<file path="src/rtl/stream_frame_arbiter.sv">
// Frame-locked round-robin arbiter: shares one valid/ready/eof sink between up to
// four sources, holding each grant until eof and aborting sources that stall mid-frame.
module stream_frame_arbiter #(
   parameter int N_SRC   = 4,
   parameter int DW      = 32,
   parameter int TIMEOUT = 256
) (
   input  logic                   clk,
   input  logic                   rstb,
   input  logic [N_SRC-1:0]       en_mask,
   input  logic [N_SRC-1:0]       in_valid,
   input  logic [N_SRC*DW-1:0]    in_data,
   input  logic [N_SRC-1:0]       in_eof,
   output logic [N_SRC-1:0]       in_ready,
   output logic                   out_valid,
   output logic [DW-1:0]          dout,
   output logic                   out_eof,
   input  logic                   out_ready,
   output logic [1:0]             out_src,
   output logic                   busy,
   output logic [15:0]            frame_cnt,
   output logic                   timeout_err
);

   localparam int CW = $clog2(TIMEOUT + 1);

   typedef enum logic {
      IDLE,
      STREAM
   } state_t;

   state_t          state;
   logic [1:0]      gnt;
   logic [1:0]      last_gnt;
   logic [CW-1:0]   idle_cnt;

   logic [N_SRC-1:0] req;
   logic             pick_vld;
   logic [1:0]       pick;
   logic [2:0]       cand;

   logic             sel_valid;
   logic             sel_eof;
   logic [DW-1:0]    sel_data;

   assign req = in_valid & en_mask;

   // Round-robin search starting just after the last granted source, wrapping at N_SRC.
   always_comb begin
      pick_vld = 1'b0;
      pick     = '0;
      cand     = '0;
      for (int i = 1; i <= N_SRC; i++) begin
         cand = {1'b0, last_gnt} + 3'(i);
         if (cand >= 3'(N_SRC)) begin
            cand = cand - 3'(N_SRC);
         end
         if (!pick_vld && req[cand[1:0]]) begin
            pick_vld = 1'b1;
            pick     = cand[1:0];
         end
      end
   end

   always_comb begin
      sel_valid = 1'b0;
      sel_eof   = 1'b0;
      sel_data  = '0;
      for (int i = 0; i < N_SRC; i++) begin
         if (gnt == 2'(i)) begin
            sel_valid = in_valid[i];
            sel_eof   = in_eof[i];
            sel_data  = in_data[i*DW +: DW];
         end
      end
   end

   // Unbuffered pass-through of the granted source; everything is quiet in IDLE.
   always_comb begin
      out_valid = (state == STREAM) && sel_valid;
      out_eof   = (state == STREAM) && sel_eof;
      dout      = (state == STREAM) ? sel_data : '0;
      in_ready  = '0;
      for (int i = 0; i < N_SRC; i++) begin
         in_ready[i] = (state == STREAM) && (gnt == 2'(i)) && out_ready;
      end
   end

   always_ff @(posedge clk or negedge rstb) begin
      if (!rstb) begin
         state       <= IDLE;
         gnt         <= '0;
         last_gnt    <= 2'(N_SRC - 1);
         idle_cnt    <= '0;
         frame_cnt   <= '0;
         out_src     <= '0;
         busy        <= 1'b0;
         timeout_err <= 1'b0;
      end else begin
         timeout_err <= 1'b0;
         case (state)
            IDLE: begin
               if (pick_vld) begin
                  gnt      <= pick;
                  out_src  <= pick;
                  idle_cnt <= '0;
                  busy     <= 1'b1;
                  state    <= STREAM;
               end
            end
            STREAM: begin
               // The abort cycle wins over anything the source offers in that same cycle.
               if (idle_cnt == CW'(TIMEOUT)) begin
                  last_gnt <= gnt;
                  idle_cnt <= '0;
                  busy     <= 1'b0;
                  state    <= IDLE;
               end else if (out_valid && out_ready && out_eof) begin
                  frame_cnt <= frame_cnt + 16'd1;
                  last_gnt  <= gnt;
                  idle_cnt  <= '0;
                  busy      <= 1'b0;
                  state     <= IDLE;
               end else if (sel_valid) begin
                  idle_cnt <= '0;
               end else begin
                  idle_cnt <= idle_cnt + 1'b1;
                  if (idle_cnt == CW'(TIMEOUT - 1)) begin
                     timeout_err <= 1'b1;
                  end
               end
            end
            default: begin
               state <= IDLE;
               busy  <= 1'b0;
            end
         endcase
      end
   end

endmodule

</file>
<file path="config.mk">
export PLATFORM = sky130hd
export DESIGN_NAME = stream_frame_arbiter
export DESIGN_NICKNAME = d
export VERILOG_FILES = /design/src/rtl/stream_frame_arbiter.sv
export SDC_FILE = /design/constraint.sdc
export NUM_CORES = 1
export LEC_CHECK = 0
export CORE_AREA = 2 2 89 91
export DETAILED_ROUTE_END_ITERATION = 10
export DIE_AREA = 0 0 91 93
export PLACE_DENSITY = 0.95
export RECOVER_POWER = 25
export SLEW_MARGIN = 20
export SYNTH_ARGS = -nofsm -noshare
export SYNTH_HDL_FRONTEND = slang
export SYNTH_SLANG_ARGS = --single-unit
</file>
<file path="constraint.sdc">
create_clock -name clk -period 2.9 [get_ports clk]
set_input_delay 0.58 -clock clk [delete_from_list [all_inputs] [get_ports clk]]
set_output_delay 0.58 -clock clk [all_outputs]
set_load 0.01 [all_outputs]
</file>
==> summary.txt, run 1 <==
Setup path
  – Worst EP required: 2320 ps
  – Startpoint Class: flop
  – Crit path max fanout: 32
  – Data arrival, critical path: between 2000 and 2500 ps
  – CP Class: flop to primary output
  – Kind of end point of the critical path: primary output

Layout
  – Diodes inserted: 0
  – Multi-input gate area in the final layout: 0.00185 mm^2
  – Post-route cell area: 0.00501 mm^2
  – Commonest non-fill, non-tap cell in the layout: clkdlybuf4s50_1
  – Fill count: 547
  – Layout cells sized above 1: between 10% and 20%
  – Commonest non-fill, non-tap cells in the layout: 199 x clkdlybuf4s50_1, 38 x and2_1, 34 x mux4_2, 29 x dfrtp_1, 16 x xnor2_1
  – Area grow syn2layout: 81.0%
  – Post-Route Utilization: 66.6%
  – Non-Filler Instances: 558
  – Area occupied by registers: 805 um^2
  – Nets: 602

Yosys
  – Sequential share of the synthesized area: 29.0%
  – Syn_nets: 400
  – Syn Area/Cell: approximately 11 um^2
  – Syn. warnings: 0
  – Cells after synthesis: ~250
  – Netlist cell types: 35
  – Post-Syn Area: approximately 0.0028 mm^2
  – Count of state elements after synthesis: 32

Floorplan
  – Die width: between 90 and 100 um
  – Starting Density: 36.8%
  – # IOs: 201
  – Die area: 0.00846 mm^2
  – Die Y: about 93 um
  – Core box area: 0.00753 mm^2
  – Rows: 32

GRT
  – First-pass GRT wire length: 17,200 um
  – Vias in the first global route: 3,118
  – Initial antenna violation count: 0
  – GRT Residual Overflow: 0
  – Largest net degree at the start of global routing: 40
  – GRT Util Overall: 26.4%

Clock network
  – Clock slew at reported path FFs: 70 ps
  – CTS Hold Bufs: 0
  – CTS Root Cell: clkbuf_8
  – Latest clock arrival within the worst-skew pair: 290 ps
  – CTS buffer count: 5
  – Clock sinks: 32
  – CTS tree: built
  – Deepest clock path buffer count: 2
  – H-tree levels: 2
  – Cts repair resizes: 0
  – Post-CTS Setup Inserts: 2

STA
  – Finish-stage setup viols: 0
  – Clock skew: between 9 and 10 ps
  – Final period demand of the worst path: 2820 ps
  – Final worst-path cycle share: a little over nine tenths
  – Hold Vio Cnt, Final: 0
  – RSZ-0062 raised after global routing: false
  – Worst-margin pin slew: 1750 ps
  – Slew margin rel.: -17.0%
  – Setup_tns: 0 ps
  – FMAX: 355 MHz
  – Max-slew violations: 33

Routing
  – Drc violations: 0
  – Final wirelength: 11,300 um
  – Routed vias: 3,023
  – Post-DRT Antenna Nets: 0
  – Iteration-0 DRC count of the detailed router: 177
  – Vias per cell: 5.42
  – WL/cell: roughly 20 um
  – Detailed-router iteration count before antenna repair: 4

Worst hold path
  – Hold WC Path Type: flop to flop

Outcome
  – Violated checks: capacitance limit, slew limit
  – Status: finished, violations left

Run
  – Number of max-cap violations: 1

Placed design
  – Post-DP Area: 0.00491 mm^2
  – Port Buffers: 200
  – DP HPWL: 9300 um
  – Dpl cells: around 550
  – Placer Congestion: 0.980

Pwr
  – PwrDens: 726 mW/mm^2
  – Max IR drop VDD: 322 uV
  – Pleak: 1.91 nW
  – Design Power: 3.64 mW
kinds of logic after synthesis:
family	share of synthesized area [%]
compound gates	7.95
xor+xnor	5.06
fa+ha+maj	1.81
buf+inv	4.34
flops	29.0
mux	28.9
simple gates	23.0
final cells by class:
cell class | count | share of cell area, %
sequential | 32 | 16.1
multi-input combinational | 196 | 36.8
tap | 102 | 2.55
clock buffer | 8 | 1.80
inverter | 8 | 0.599
timing repair buffer | 212 | 42.2
synthesized netlist by cell type:
cell,number,area share (%)
nand3_1,9,1.6
nor4_1,1,0.23
mux4_2,34,28
nor2_1,6,0.81
or3_1,2,0.45
dfrtp_1,30,27
a21oi_1,8,1.4
nand4_1,13,2.9
nor3b_1,3,0.81
o21ai_1,3,0.54
o31ai_1,1,0.27
buf_1,2,0.27
buf_4,2,0.54
o21ai_0,4,0.72
xnor2_1,16,5.1
mux2_1,3,1.2
nand2_1,12,1.6
and2_1,38,8.6
and4_1,4,1.3
inv_1,8,1.1
clkbuf_1,8,1.1
dfstp_2,2,1.9
a21o_1,3,0.81
o21ai_2,2,0.63
buf_6,2,0.81
ha_1,4,1.8
a22o_1,2,0.63
nand2b_1,4,0.90
and3_1,10,2.3
buf_2,3,0.54
nor4b_2,2,1.1
a22oi_1,3,0.81
a211oi_4,1,0.72
nor3_1,2,0.36
a31oi_1,6,1.4
registers in the layout, summed over array words and instances, names as in the netlist:
signal / cells
busy: 1
state: 1
last_gnt: 2
timeout_err: 1
idle_cnt: 9
frame_cnt: 16
gnt: 2
through the flow:
stage	hold slack (ps)	setup WS (ps)
2_1_floorplan	284	628
3_3_place_gp	464	139
3_5_place_dp	488	120
4_1_cts	498	87.9
5_1_grt	533	3.02
6_report	496	83.0
power breakdown:
| group | switching (mW) | total [mW] | internal [mW] |
|---|---|---|---|
| Clock | 0.162 | 0.355 | 0.193 |
| Sequential | 0.134 | 0.675 | 0.542 |
| Combinational | 1.05 | 2.61 | 1.56 |
| Total | 1.35 | 3.64 | 2.29 |
critical path, cell delays in order (launching register included):
cell	delay, ps
dfrtp_1	660
buf_12	280
mux4_2	330
and2_1	170
clkdlybuf4s50_1	490
final timing paths:
check                                               start                   endpoint  slack [ps]  cells after the start
worst max register to register         gnt[1]$_DFFE_PN0P_   frame_cnt[1]$_DFFE_PN0P_         640                      5
max in group asynchronous                            rstb         gnt[0]$_DFFE_PN0P_         470                      2
worst min-delay path            frame_cnt[14]$_DFFE_PN0P_  frame_cnt[14]$_DFFE_PN0P_         500                      1
worst max-delay path                   gnt[1]$_DFFE_PN0P_                    dout[8]          80                      4
worst min register to register  frame_cnt[14]$_DFFE_PN0P_  frame_cnt[14]$_DFFE_PN0P_         500                      1
min in group asynchronous                            rstb   frame_cnt[7]$_DFFE_PN0P_        1290                      2
layer usage:
layer	vias to the layer above	track usage [%]	share of wire (%)
met3	29	6.77	6.5
li1	1373	-	-
met1	1483	30.6	38
met2	138	47.8	53
met4	0	8.71	3.3
met5	-	0	0
Note: power is estimated with default switching activity, not from simulation.
==> run 2: changes to the inputs <==
--- a/config.mk
+++ b/config.mk
@@ -8,6 +8,7 @@
 export CORE_AREA = 2 2 89 91
 export DETAILED_ROUTE_END_ITERATION = 10
 export DIE_AREA = 0 0 91 93
+export MAX_ROUTING_LAYER = met4
 export PLACE_DENSITY = 0.95
 export RECOVER_POWER = 25
 export SLEW_MARGIN = 20
==> run 2 against run 1 <==
The flow still finishes with violations (capacitance limit, slew limit). Wire length is 2.4% lower. Highest routed layer unchanged. Combinational power hardly changed. Final area is 0.22% lower.
==> summary.txt, run 2 (same netlist as run 1, synthesis figures left out) <==
Outcome
  – Status: finished, violations left
  – Violated checks: capacitance limit, slew limit

Routing
  – Iteration-0 DRC count of the detailed router: 168 (-5.1%)
  – Final wirelength: 11,100 um (-2.4%)
  – Routed vias: 3,049 (+0.86%)
  – Drc violations: 0 (unchanged)
  – WL/cell: 19.9 um (-2.2%)
  – Post-DRT Antenna Nets: 0 (unchanged)
  – Detailed-router iteration count before antenna repair: 5 (+1)
  – Vias per cell: 5.47 (+1.0%)

Setup path
  – Data arrival, critical path: 2220 ps (-20 ps)
  – Worst EP required: 2320 ps (about the same)
  – Crit path max fanout: 4 (-88%)
  – Startpoint Class: primary input
  – Kind of end point of the critical path: primary output
  – CP Class: primary input to primary output

Layout
  – Max reg flops: 16 (unchanged)
  – Commonest non-fill, non-tap cell in the layout: clkdlybuf4s50_1
  – Largest registers: frame_cnt x16, idle_cnt x9
  – Biggest register: frame_cnt
  – Post-Route Utilization: 66.4% (-0.15 points)
  – Non-Filler Instances: 557 (-0.18%)
  – Nets: 600 (-0.33%)
  – Area grow syn2layout: 80.6%
  – Commonest non-fill, non-tap cells in the layout: 199 x clkdlybuf4s50_1, 38 x and2_1, 34 x mux4_2, 28 x dfrtp_1, 16 x xnor2_1
  – Layout cells sized above 1: 12.8% (-0.16 points)

Pwr
  – Sw Share: 36.7% (-0.27 points)
  – Max IR drop VDD: 322 uV (+0.16%)
  – Design Power: 3.60 mW (-1.1%)
  – NetSw: 1.32 mW (-1.8%)
  – Comb power frac: 71.6% (about the same)
  – Reg power frac: 18.6% (about the same)
  – Clk pwr share: 9.7% (about the same)
  – Pleak: 1.90 nW (-0.54%)
  – Cell Int Power: 2.28 mW (-0.65%)
  – PwrDens: 720 mW/mm^2 (-0.84%)

Worst hold path
  – Hold WC Path Type: flop to flop

STA
  – Clock skew: 5.50 ps (-4.15 ps)
  – Setup_tns: 0 ps (unchanged)
  – FMAX: 358 MHz (+0.78%)
  – Final WS setup: 105 ps (+21.8 ps)
  – Hold Vio Cnt, Final: 0 (unchanged)
  – Slew margin rel.: -19.9% (-2.9 points)
  – Finish-stage setup viols: 0 (unchanged)
  – Final period demand of the worst path: 2800 ps (-21.8 ps)
  – Worst-margin pin slew: 1800 ps (+43.4 ps)
  – Final worst-path cycle share: 96.4% (-0.75 points)
  – Max-slew violations: 33 (unchanged)
  – RSZ-0062 raised after global routing: false

Clock network
  – H-tree levels: 2 (unchanged)
  – CTS buffer count: 5 (unchanged)
  – CTS tree: built
  – Clock sinks: 32 (unchanged)
  – Clock slew at reported path FFs: 70 ps (about the same)
  – Latest clock arrival within the worst-skew pair: 280 ps (about the same)
  – Deepest clock path buffer count: 2 (unchanged)
  – CTS Root Cell: clkbuf_8

Placed design
  – Port Buffers: 200 (unchanged)
  – Dpl cells: 547 (-0.18%)
  – Placer Congestion: 0.979 (about the same)
  – Place WS: 125 ps (+4.73 ps)
  – DP HPWL: 9130 um (-1.8%)

Floorplan
  – Die width: 91 um (unchanged)
  – Starting Density: 36.8% (unchanged)
  – # IOs: 201 (unchanged)
  – Die area: 0.00846 mm^2 (unchanged)
  – Die Y: 93 um (unchanged)
  – Core box area: 0.00753 mm^2 (unchanged)
  – Rows: 32 (unchanged)

Run
  – Number of max-cap violations: 1 (unchanged)

GRT
  – Largest net degree at the start of global routing: 40 (unchanged)
  – First-pass GRT wire length: 17,100 um (-0.60%)
  – Vias in the first global route: 3,097 (-0.67%)
  – GRT Residual Overflow: 0 (unchanged)
  – GRT Util Overall: 27.0% (+0.61 points)
  – Initial antenna violation count: 1 (+1)
[run 2: changes by cell type in the layout (fill, tap and decap cells not counted)]
cell / delta
diode_2: +1
dfrtp_2: +1
buf_4: -2
dfrtp_1: -1
[run 2: area by class of cell]
cell class,count,area (um^2)
repair buffers,210,2100
inverters,8,30.0
clock buffers,8,90.1
fillers,559,2530
flip-flops and latches,32,806
well taps,102,128
diodes,1,2.50
multi-input cells,196,1850
[run 2: through the flow]
step	hold WS, ps	area (um^2)
5_1_grt	523	5000
3_5_place_dp	487	4900
6_report	487	5000
4_1_cts	496	4990
3_3_place_gp	464	4900
2_1_floorplan	284	2770
[run 2: final timing paths]
kind                                      startpoint                         to  slack (ps)  cells after the start
min                        frame_cnt[15]$_DFFE_PN0P_  frame_cnt[15]$_DFFE_PN0P_         490                      1
min in group asynchronous                       rstb   frame_cnt[9]$_DFFE_PN0P_        1310                      2
max                                      in_valid[3]                  out_valid         100                      4
min reg2reg                frame_cnt[15]$_DFFE_PN0P_  frame_cnt[15]$_DFFE_PN0P_         490                      1
max in group asynchronous                       rstb         gnt[1]$_DFFE_PN0P_         420                      2
max reg2reg                  idle_cnt[0]$_DFFE_PN0P_   frame_cnt[1]$_DFFE_PN0P_         800                      7
[run 2: layer usage]
layer  up-vias  routed length (um)  track usage [%]
met5         -                   0                -
met4         0                 510             11.6
met3        35                 939             7.09
met2       166                5660             45.6
met1      1485                3970             30.7
li1       1363                   -                -
[run 2: what timing repair did]
item,CTS,global route
buffers inserted,0,1
endpoints found under the hold margin,0,0
hold buffers,0,0
resized for setup,0,1
endpoints found under the setup margin,0,25
[run 2: critical path, cell delays in order]
cell and delay (ps):
clkdlybuf4s50_1 460, mux4_2 510, and2_1 170, clkdlybuf4s50_1 490
[run 2: power by group through the flow]
| stage | Sequential (mW) | Combinational, mW | Clock (mW) |
|---|---|---|---|
| after global placement | 0.690 | 2.50 | 0 |
| after global routing | 0.689 | 2.77 | 0.378 |
| after detailed placement | 0.693 | 2.55 | 0 |
| after floorplan | 0.655 | 1.42 | 0 |
| final | 0.671 | 2.58 | 0.351 |
| after CTS | 0.686 | 2.56 | 0.358 |
==> run 3: changes to the inputs <==
--- a/config.mk
+++ b/config.mk
@@ -6,6 +6,7 @@
 export NUM_CORES = 1
 export LEC_CHECK = 0
 export CORE_AREA = 2 2 89 91
+export CTS_CLUSTER_DIAMETER = 80
 export DETAILED_ROUTE_END_ITERATION = 10
 export DIE_AREA = 0 0 91 93
 export MAX_ROUTING_LAYER = met4
==> results of run 3 <==
Final layout, timing and power as in run 2 (identical DEF).
